[src/rtl/gcm_ghash_sched.sv]
// GHASH input scheduler for one AES-GCM message.
// Emits masked AAD blocks, ciphertext blocks, then len(A)||len(C).
module gcm_ghash_sched #(
    parameter int CNT_W = 16,
    parameter int LEN_W = 64
) (
    input  logic             clk,
    input  logic             rst_n,
    input  logic             start,
    input  logic [CNT_W-1:0] aad_total,
    input  logic [CNT_W-1:0] ct_total,
    input  logic [127:0]     aad_in,
    input  logic [4:0]       aad_byte_len,
    input  logic             aad_valid,
    output logic             aad_req,
    input  logic [127:0]     ct_in,
    input  logic [4:0]       ct_byte_len,
    input  logic             ct_valid,
    output logic             ct_req,
    output logic [127:0]     gh_data,
    output logic             gh_valid,
    input  logic             gh_ready,
    output logic             gh_last,
    output logic             busy,
    output logic             done
);

    typedef enum logic [2:0] {
        S_IDLE,
        S_AAD,
        S_CT,
        S_LEN,
        S_WAIT
    } state_t;

    state_t           state;
    logic [CNT_W-1:0] aad_cnt;
    logic [CNT_W-1:0] ct_cnt;
    logic [CNT_W-1:0] aad_tot;
    logic [CNT_W-1:0] ct_tot;
    logic [LEN_W-1:0] aad_bits;
    logic [LEN_W-1:0] ct_bits;

    logic slot_free;
    logic aad_acc;
    logic ct_acc;

    // Out-of-range byte counts mean a full block.
    function automatic logic [4:0] eff_len(input logic [4:0] bl);
        eff_len = (bl == 5'd0 || bl > 5'd16) ? 5'd16 : bl;
    endfunction

    // Zero every byte at or beyond the valid length; byte 0 is the MSB.
    function automatic logic [127:0] mask_blk(
        input logic [127:0] d,
        input logic [4:0]   bl
    );
        logic [4:0] n;
        n = eff_len(bl);
        mask_blk = d;
        for (int i = 0; i < 16; i++) begin
            if (5'(i) >= n) begin
                mask_blk[127-8*i -: 8] = 8'h00;
            end
        end
    endfunction

    function automatic logic [LEN_W-1:0] bits_of(input logic [4:0] bl);
        bits_of = LEN_W'({eff_len(bl), 3'b000});
    endfunction

    // Handshake qualifiers for the single output slot.
    always_comb begin
        slot_free = !gh_valid || gh_ready;
        aad_req   = (state == S_AAD) && slot_free;
        ct_req    = (state == S_CT) && slot_free;
        aad_acc   = aad_req && aad_valid;
        ct_acc    = ct_req && ct_valid;
        busy      = (state != S_IDLE);
    end

    // Message sequencer with the registered output slot.
    always_ff @(posedge clk or negedge rst_n) begin
        if (!rst_n) begin
            state    <= S_IDLE;
            aad_cnt  <= '0;
            ct_cnt   <= '0;
            aad_tot  <= '0;
            ct_tot   <= '0;
            aad_bits <= '0;
            ct_bits  <= '0;
            gh_data  <= '0;
            gh_valid <= 1'b0;
            gh_last  <= 1'b0;
            done     <= 1'b0;
        end else begin
            done <= 1'b0;
            if (gh_valid && gh_ready) begin
                gh_valid <= 1'b0;
            end
            unique case (state)
                S_IDLE: begin
                    if (start) begin
                        aad_tot  <= aad_total;
                        ct_tot   <= ct_total;
                        aad_cnt  <= '0;
                        ct_cnt   <= '0;
                        aad_bits <= '0;
                        ct_bits  <= '0;
                        if (aad_total != '0) begin
                            state <= S_AAD;
                        end else if (ct_total != '0) begin
                            state <= S_CT;
                        end else begin
                            state <= S_LEN;
                        end
                    end
                end
                S_AAD: begin
                    if (aad_acc) begin
                        gh_data  <= mask_blk(aad_in, aad_byte_len);
                        gh_valid <= 1'b1;
                        gh_last  <= 1'b0;
                        aad_bits <= aad_bits + bits_of(aad_byte_len);
                        aad_cnt  <= aad_cnt + 1'b1;
                        if (aad_cnt + 1'b1 == aad_tot) begin
                            state <= (ct_tot != '0) ? S_CT : S_LEN;
                        end
                    end
                end
                S_CT: begin
                    if (ct_acc) begin
                        gh_data  <= mask_blk(ct_in, ct_byte_len);
                        gh_valid <= 1'b1;
                        gh_last  <= 1'b0;
                        ct_bits  <= ct_bits + bits_of(ct_byte_len);
                        ct_cnt   <= ct_cnt + 1'b1;
                        if (ct_cnt + 1'b1 == ct_tot) begin
                            state <= S_LEN;
                        end
                    end
                end
                S_LEN: begin
                    if (slot_free) begin
                        gh_data  <= {aad_bits, ct_bits};
                        gh_valid <= 1'b1;
                        gh_last  <= 1'b1;
                        state    <= S_WAIT;
                    end
                end
                S_WAIT: begin
                    if (gh_valid && gh_ready) begin
                        gh_last <= 1'b0;
                        done    <= 1'b1;
                        state   <= S_IDLE;
                    end
                end
                default: state <= S_IDLE;
            endcase
        end
    end

endmodule

[config.mk]
export PLATFORM = sky130hd
export DESIGN_NAME = gcm_ghash_sched
export DESIGN_NICKNAME = d
export VERILOG_FILES = /design/src/rtl/gcm_ghash_sched.sv
export SDC_FILE = /design/constraint.sdc
export NUM_CORES = 1
export LEC_CHECK = 0
export ABC_CLOCK_PERIOD_IN_PS = 5670
export BUFFER_PORTS_ARGS = -buffer_cell sky130_fd_sc_hd__buf_2
export CAP_MARGIN = 5
export CORE_ASPECT_RATIO = 2
export CORE_MARGIN = 2
export CORE_UTILIZATION = 58
export CTS_CLUSTER_DIAMETER = 40
export DETAILED_ROUTE_END_ITERATION = 6
export PLACE_DENSITY = 0.95
export SYNTH_ARGS = -nofsm -noshare
export SYNTH_HDL_FRONTEND = slang
export SYNTH_SLANG_ARGS = --single-unit
export TNS_END_PERCENT = 30
[constraint.sdc]
create_clock -name clk -period 5.67 [get_ports clk]
set_clock_uncertainty 0.1 [all_clocks]
set_input_delay 1.134 -clock clk [delete_from_list [all_inputs] [get_ports clk]]
set_output_delay 1.134 -clock clk [all_outputs]
set_load 0.01 [all_outputs]
==> results of run 1 <==
-- cell families after synthesis --
logic type / share of synthesized area [%]
adder cells (fa/ha/maj): 1.36
AO/OA/AOI/OAI: 20.5
buffers and inverters: 3.30
flip-flops: 47.4
XOR/XNOR: 5.50
multiplexers: 0.126
AND/OR/NAND/NOR: 21.8
-- critical path, delay by kind of cell --
kind	cells	cell delay, ps
buffers and inverters	2	290
AO/OA/AOI/OAI	3	390
adder cells (fa/ha/maj)	4	990
AND/OR/NAND/NOR	4	2020
-- routing by layer --
layer	GRT usage (%)	part of all wire (%)
met5	0	0
met3	5.33	8.0
met4	22.9	6.7
met1	40.1	34
met2	64.5	52
-- flip-flops by register name (all words and copies together) (netlist names) --
| signal | cells |
|---|---|
| ct_cnt | 16 |
| ct_bits | 61 |
| aad_cnt | 16 |
| ct_tot | 16 |
| state | 3 |
| gh_last | 1 |
| gh_valid | 1 |
| aad_bits | 61 |
| gh_data | 128 |
| done | 1 |
| aad_tot | 16 |
-- area by class of cell --
class / instances / area (um2) / share of cell area (%)
antenna: 1 / 2.50 / 0.0123
clock buffer: 40 / 850 / 4.16
clock inverter: 16 / 174 / 0.853
inverter: 30 / 113 / 0.552
multi-input combinational: 1408 / 8360 / 41.0
sequential: 320 / 8010 / 39.3
tap: 360 / 450 / 2.21
timing repair buffer: 465 / 2440 / 12.0
-- cell usage in the layout (no fill, tap or decap), drive strengths merged, types with 5 or more instances in the layout --
| master | n |
|---|---|
| a21o | 6 |
| a21oi | 215 |
| a222oi | 122 |
| a22oi | 6 |
| a31oi | 7 |
| and2 | 12 |
| and3 | 23 |
| and4 | 18 |
| buf | 464 |
| clkbuf | 41 |
| clkinvlp | 5 |
| dfrtp | 320 |
| ha | 12 |
| inv | 37 |
| nand2 | 206 |
| nand2b | 5 |
| nand3 | 62 |
| nand4 | 42 |
| nor2 | 244 |
| nor2b | 8 |
| nor3 | 15 |
| nor4 | 48 |
| o211ai | 6 |
| o21ai | 100 |
| o31ai | 21 |
| or3 | 44 |
| or4 | 18 |
| xnor2 | 68 |
| xor2 | 38 |
-- power groups by stage --
stage / combinational [W] / clock, W / sequential (W)
3_5_place_dp: 0.00228 / 0 / 0.00341
2_1_floorplan: 0.00109 / 0 / 0.00351
6_report: 0.00230 / 0.00213 / 0.00341
3_3_place_gp: 0.00219 / 0 / 0.00338
4_1_cts: 0.00229 / 0.00215 / 0.00338
5_1_grt: 0.00252 / 0.00224 / 0.00347
-- worst max path at each step --
stage                                from           end
after floorplan           aad_byte_len[3]  aad_bits[41]
after global placement     ct_byte_len[3]   ct_bits[33]
after detailed placement   ct_byte_len[3]   ct_bits[33]
after CTS                  ct_byte_len[3]   ct_bits[33]
after global routing       ct_byte_len[3]   ct_bits[33]
final                      ct_byte_len[3]   ct_bits[33]
-- per-stage QoR --
stage	util (%)	std cells
after CTS	71.0	2638
final	71.0	2640
after global placement	67.4	2582
after detailed placement	67.4	2582
after global routing	71.0	2640
after floorplan	-	1876
==> flow_metrics.py, run 1 <==
metrics = {
    "min_path": {
        "min_from": "aad_cnt[15]",
        "worstHoldPathCells": 1,
        "holdPathEnd": "aad_cnt[15]",
        "min_path_type": "reg -> reg",
    },
    "yosys": {
        "yosysMostFrequentCell": "dfrtp_1",
        "syn_area_per_cell_um2": 9.00,
        "syn_nets": 2194,
        "synth.distinct_cells": 70,
        "synth_edf_count": 0,
        "yosys.area.top_type": "dfrtp_1",
        "synth_common_cells": "320 x dfrtp_1, 244 x nor2_1, 215 x a21oi_1",
        "syn_inst": 1876,
        "ys_seq_elements": 320,
        "synthArstFlopShare_pct": 100,
        "seq_area_frac_synth_pct": 47.4,
        "yosysWarnings": 0,
        "ys.flop_type": "dfrtp_1",
        "ys_top_cells_by_area": "dfrtp_1 47%, a222oi_1 7.2%, a21oi_1 6.4%, nor2_1 5.4%, nand2_1 4.6%",
        "syn-cell-area_um2": 16900,
        "synth.top_cell.area_share_pct": 47.4,
    },
    "clock_network": {
        "clk_latency_ps": 580,
        "htreeDepth": 1,
        "cts_setup_buffers": 0,
        "path_clk_slew_ps": 70,
        "cts.sinks": 320,
        "cts_buffers": 31,
        "cts_tree": "built",
        "cts_buffer_depth": 3,
        "cts_resized": 0,
        "ctsHoldBuffers": 0,
        "cts-root-buf": "clkbuf_16",
    },
    "timing": {
        "worstMarginPinSlew_ps": 1160,
        "hold_viol_final": 0,
        "whs_ps": 421,
        "slew_violations": 0,
        "setup_tns_ps": 0,
        "setup_ws_ps": 1240,
        "period_share_pct": 78.2,
        "setup_viol": 0,
        "fmax_mhz": 226,
        "min_period_ps": 4430,
        "maxSlewHeadroom_pct": 23.0,
        "rsz0062_at_grt": "false",
    },
    "global_routing": {
        "overflow": 0,
        "antenna_found_initial": 1,
        "grt_max_degree": 108,
        "grt_first_pass_wirelength_um": 89600,
        "first_global_vias": 17700,
        "grt_util_all_layers_pct": 36.1,
    },
    "critical_path": {
        "crit_chain": "buf_2 > or4_1 > ha_1 > nor2b_1 > ha_1 > fa_1 > maj3_1 > a21oi_1 > o21bai_1 > buf_4 > nand4_1 > or4_1 > a21oi_1",
        "crit_fanout": 17,
        "critPathMaxStageDelay_ps": 680,
        "path_class": "in -> reg",
        "cpMaxStageDelayCell": "or4_1",
        "required_ps": 6060,
        "crit_arrival_ps": 4830,
        "cp-end-kind": "register",
        "r2r_start": "state[1]",
        "worst-r2r-setup-slack_ps": 1650,
        "reg2reg_to": "gh_data[20]",
        "reg2regPathDepth": 7,
        "worstSetupStartpointType": "primary input",
    },
    "power_and_ir_drop": {
        "intPower_w": 0.00501,
        "p_leak_nw": 9.26,
        "p_per_area_nw_per_um2": 384,
        "swShare_pct": 36.1,
        "switchingPower_w": 0.00283,
        "power_frac_seq_pct": 43.5,
        "pwr-share-comb_pct": 29.4,
        "peakVddDrop_v": 0.000335,
        "power_w": 0.00784,
        "clkPwrFrac_pct": 27.2,
    },
    "finish": {
        "final_area_um2": 20400,
        "nFillCells": 2057,
        "drive_gt1_share_pct": 23.6,
        "nets": 2574,
        "area_delta_synth_final_pct": 20.8,
    },
    "floorplan": {
        "start_util_pct": 58.8,
        "rows": 88,
        "fp.dieW_um": 125,
        "die_h_um": 245,
        "die-area_um2": 30600,
        "pin_count": 438,
        "coreArea_um2": 28700,
    },
    "routing": {
        "vias_per_cell": 6.67,
        "postRouteAntennaNets": 0,
        "via_count": 17600,
        "drc": 10,
        "wl_per_cell_um": 21.8,
        "drt_iter0_drc": 2354,
        "wirelength_um": 57400,
        "dr.pass1.iters": 7,
    },
    "outcome": {
        "status": "finished, violations left",
        "violations": "DRC",
    },
    "placement": {
        "dpl_worst_slack_ps": 703,
        "port_buffers": 437,
        "routabilityCongestion": 0.983,
        "dp_hpwl_um": 42000,
        "dpl-instance-area_um2": 19400,
    },
    "flow_run": {
        "drv_cap": 0,
    },
}
(Power assumes the default switching activity.)
==> run 2, diff against run 1 <==
- ABC_CLOCK_PERIOD_IN_PS: 5670 -> 4100
- CORE_UTILIZATION: 58 -> 54
- PLACE_DENSITY: 0.95 -> 0.92
- clock period: 5.67 -> 4.1 ns (I/O delays scaled with it)
==> run 2 against run 1 <==
Net effect:
- the flow still finishes with violations (DRC)
- combinational power is 41% higher
- largest power group unchanged
- setup slack worse by 910 ps
- worst hold slack lost 310 ps
- clock power increased by 39%
- register-to-register slack worse by 1300 ps
- die area increased by 7.2%
- total power is 39% higher
- critical path depth is 5 lower
- routed wire length grew 1.4%
- final area rose by 2.3%
==> flow_metrics.py, run 2 (same netlist as run 1, synthesis figures left out) <==
metrics = {
    "finish": {
        "final_cells": 2746,
        "final_area_um2": 20900,
        "reg_top3": "gh_data x128, aad_bits x61, ct_bits x61",
        "top_register": "gh_data",
        "final_cell_mix": "436 x buf_2, 320 x dfrtp_1, 244 x nor2_1",
        "area_delta_synth_final_pct": 23.5,
        "drive_gt1_share_pct": 25.2,
        "final_common_cell": "buf_2",
        "largest_reg_flops": 128,
        "nFillCells": 2355,
        "nets": 2619,
    },
    "clock_network": {
        "ctsHoldBuffers": 0,
        "cts_tree": "built",
        "clk_latency_ps": 580,
        "cts_buffers": 31,
        "cts.sinks": 320,
        "htreeDepth": 1,
        "cts_buffer_depth": 3,
        "cts-root-buf": "clkbuf_16",
        "path_clk_slew_ps": 70,
    },
    "power_and_ir_drop": {
        "p_per_area_nw_per_um2": 521,
        "p_leak_nw": 9.52,
        "power_frac_seq_pct": 43.0,
        "pwr-share-comb_pct": 29.8,
        "clkPwrFrac_pct": 27.2,
        "switchingPower_w": 0.00393,
        "swShare_pct": 36.1,
        "intPower_w": 0.00695,
        "peakVddDrop_v": 0.000478,
    },
    "timing": {
        "setup_ws_ps": 325,
        "period_share_pct": 92.1,
        "maxSlewHeadroom_pct": 38.1,
        "rsz0062_at_grt": "false",
        "min_period_ps": 3770,
        "slew_violations": 0,
        "setup_viol": 0,
        "fmax_mhz": 265,
        "worstMarginPinSlew_ps": 916,
        "setup_tns_ps": 0,
        "hold_viol_final": 0,
    },
    "floorplan": {
        "fp.dieW_um": 129,
        "die_h_um": 254,
        "die-area_um2": 32800,
        "rows": 91,
        "coreArea_um2": 30900,
        "start_util_pct": 54.7,
        "pin_count": 438,
    },
    "min_path": {
        "min_path_type": "in -> async",
    },
    "outcome": {
        "violations": "DRC",
        "status": "finished, violations left",
    },
    "global_routing": {
        "grt_util_all_layers_pct": 34.5,
        "grt_first_pass_wirelength_um": 89800,
        "antenna_found_initial": 3,
        "first_global_vias": 17800,
        "grt_max_degree": 102,
        "overflow": 0,
    },
    "routing": {
        "via_count": 17700,
        "wl_per_cell_um": 21.2,
        "wirelength_um": 58300,
        "drt_iter0_drc": 2134,
        "dr.pass1.iters": 7,
        "postRouteAntennaNets": 0,
        "vias_per_cell": 6.45,
        "drc": 21,
    },
    "placement": {
        "dp.cells": 2686,
        "dp_hpwl_um": 43000,
        "dpl_worst_slack_ps": -398,
        "routabilityCongestion": 0.933,
        "port_buffers": 437,
        "dpl-instance-area_um2": 19800,
    },
    "critical_path": {
        "r2r_start": "state[0]",
        "crit_fanout": 17,
        "required_ps": 4480,
        "cp-end-kind": "register",
        "path_class": "reg -> reg",
        "startpoint": "state[0]",
        "crit_arrival_ps": 4150,
        "worstSetupStartpointType": "register",
    },
    "flow_run": {
        "drv_cap": 0,
    },
}
## run 2: critical path: stages (launching register included)
cell	delay, ps
dfrtp_1	580
nor3_1	670
a32oi_1	270
nand4b_4	360
nor4_4	320
buf_4	200
or4b_1	640
or3_1	380
a21oi_1	150
## run 2: worst paths after layout
| check | end | slack [ps] | depth (start not counted) |
|---|---|---|---|
| worst max-delay path | aad_bits[58] | 330 | 8 |
| worst max register to register | aad_bits[58] | 330 | 8 |
| worst min register to register | aad_cnt[15] | 420 | 1 |
| worst min-delay path | aad_tot[13] | 110 | 1 |
| min in group clk | ct_tot[8] | 350 | 3 |
| max in group asynchronous | gh_data[57] | 2810 | 2 |
## run 2: power groups by stage
| stage | logic (W) | clock network, W | registers, W |
|---|---|---|---|
| finish | 0.00324 | 0.00296 | 0.00468 |
| detailed placement | 0.00321 | 0 | 0.00469 |
| global placement | 0.00307 | 0 | 0.00465 |
| CTS | 0.00324 | 0.00298 | 0.00465 |
| floorplan | 0.00150 | 0 | 0.00486 |
| global route | 0.00355 | 0.00310 | 0.00476 |
## run 2: what timing repair did
action / 4_1_cts / 5_1_grt
gates resized for setup: 0 / 1
setup endpoints to repair: 0 / 1
setup buffers: 0 / 0
## run 2: cell type report
type                    instances  area, um2  area share (%)
inverters                      30        113           0.540
clock buffers                  38        832            3.99
well taps                     418        523            2.51
flip-flops and latches        320       8010            38.4
multi-input cells            1408       8370            40.1
clock inverters                19        205           0.984
repair buffers                510       2810            13.5
diodes                          3       7.51          0.0360
## run 2: per-layer routing
layer / part of all wire [%] / vias up / GRT usage (%)
li1: - / 7858 / -
met1: 33 / 8469 / 37.2
met2: 51 / 1097 / 61.3
met3: 8.1 / 281 / 5.52
met4: 7.4 / 0 / 23.3
met5: 0 / - / 0
## run 2: per-stage QoR
| stage | hold slack, ps | total power [W] | utilization, % |
|---|---|---|---|
| 2_1_floorplan | 365 | 0.00636 | - |
| 3_3_place_gp | 390 | 0.00772 | 64.2 |
| 3_5_place_dp | 404 | 0.00790 | 64.2 |
| 4_1_cts | 150 | 0.0109 | 67.6 |
| 5_1_grt | 184 | 0.0114 | 67.6 |
| 6_report | 112 | 0.0109 | 67.6 |
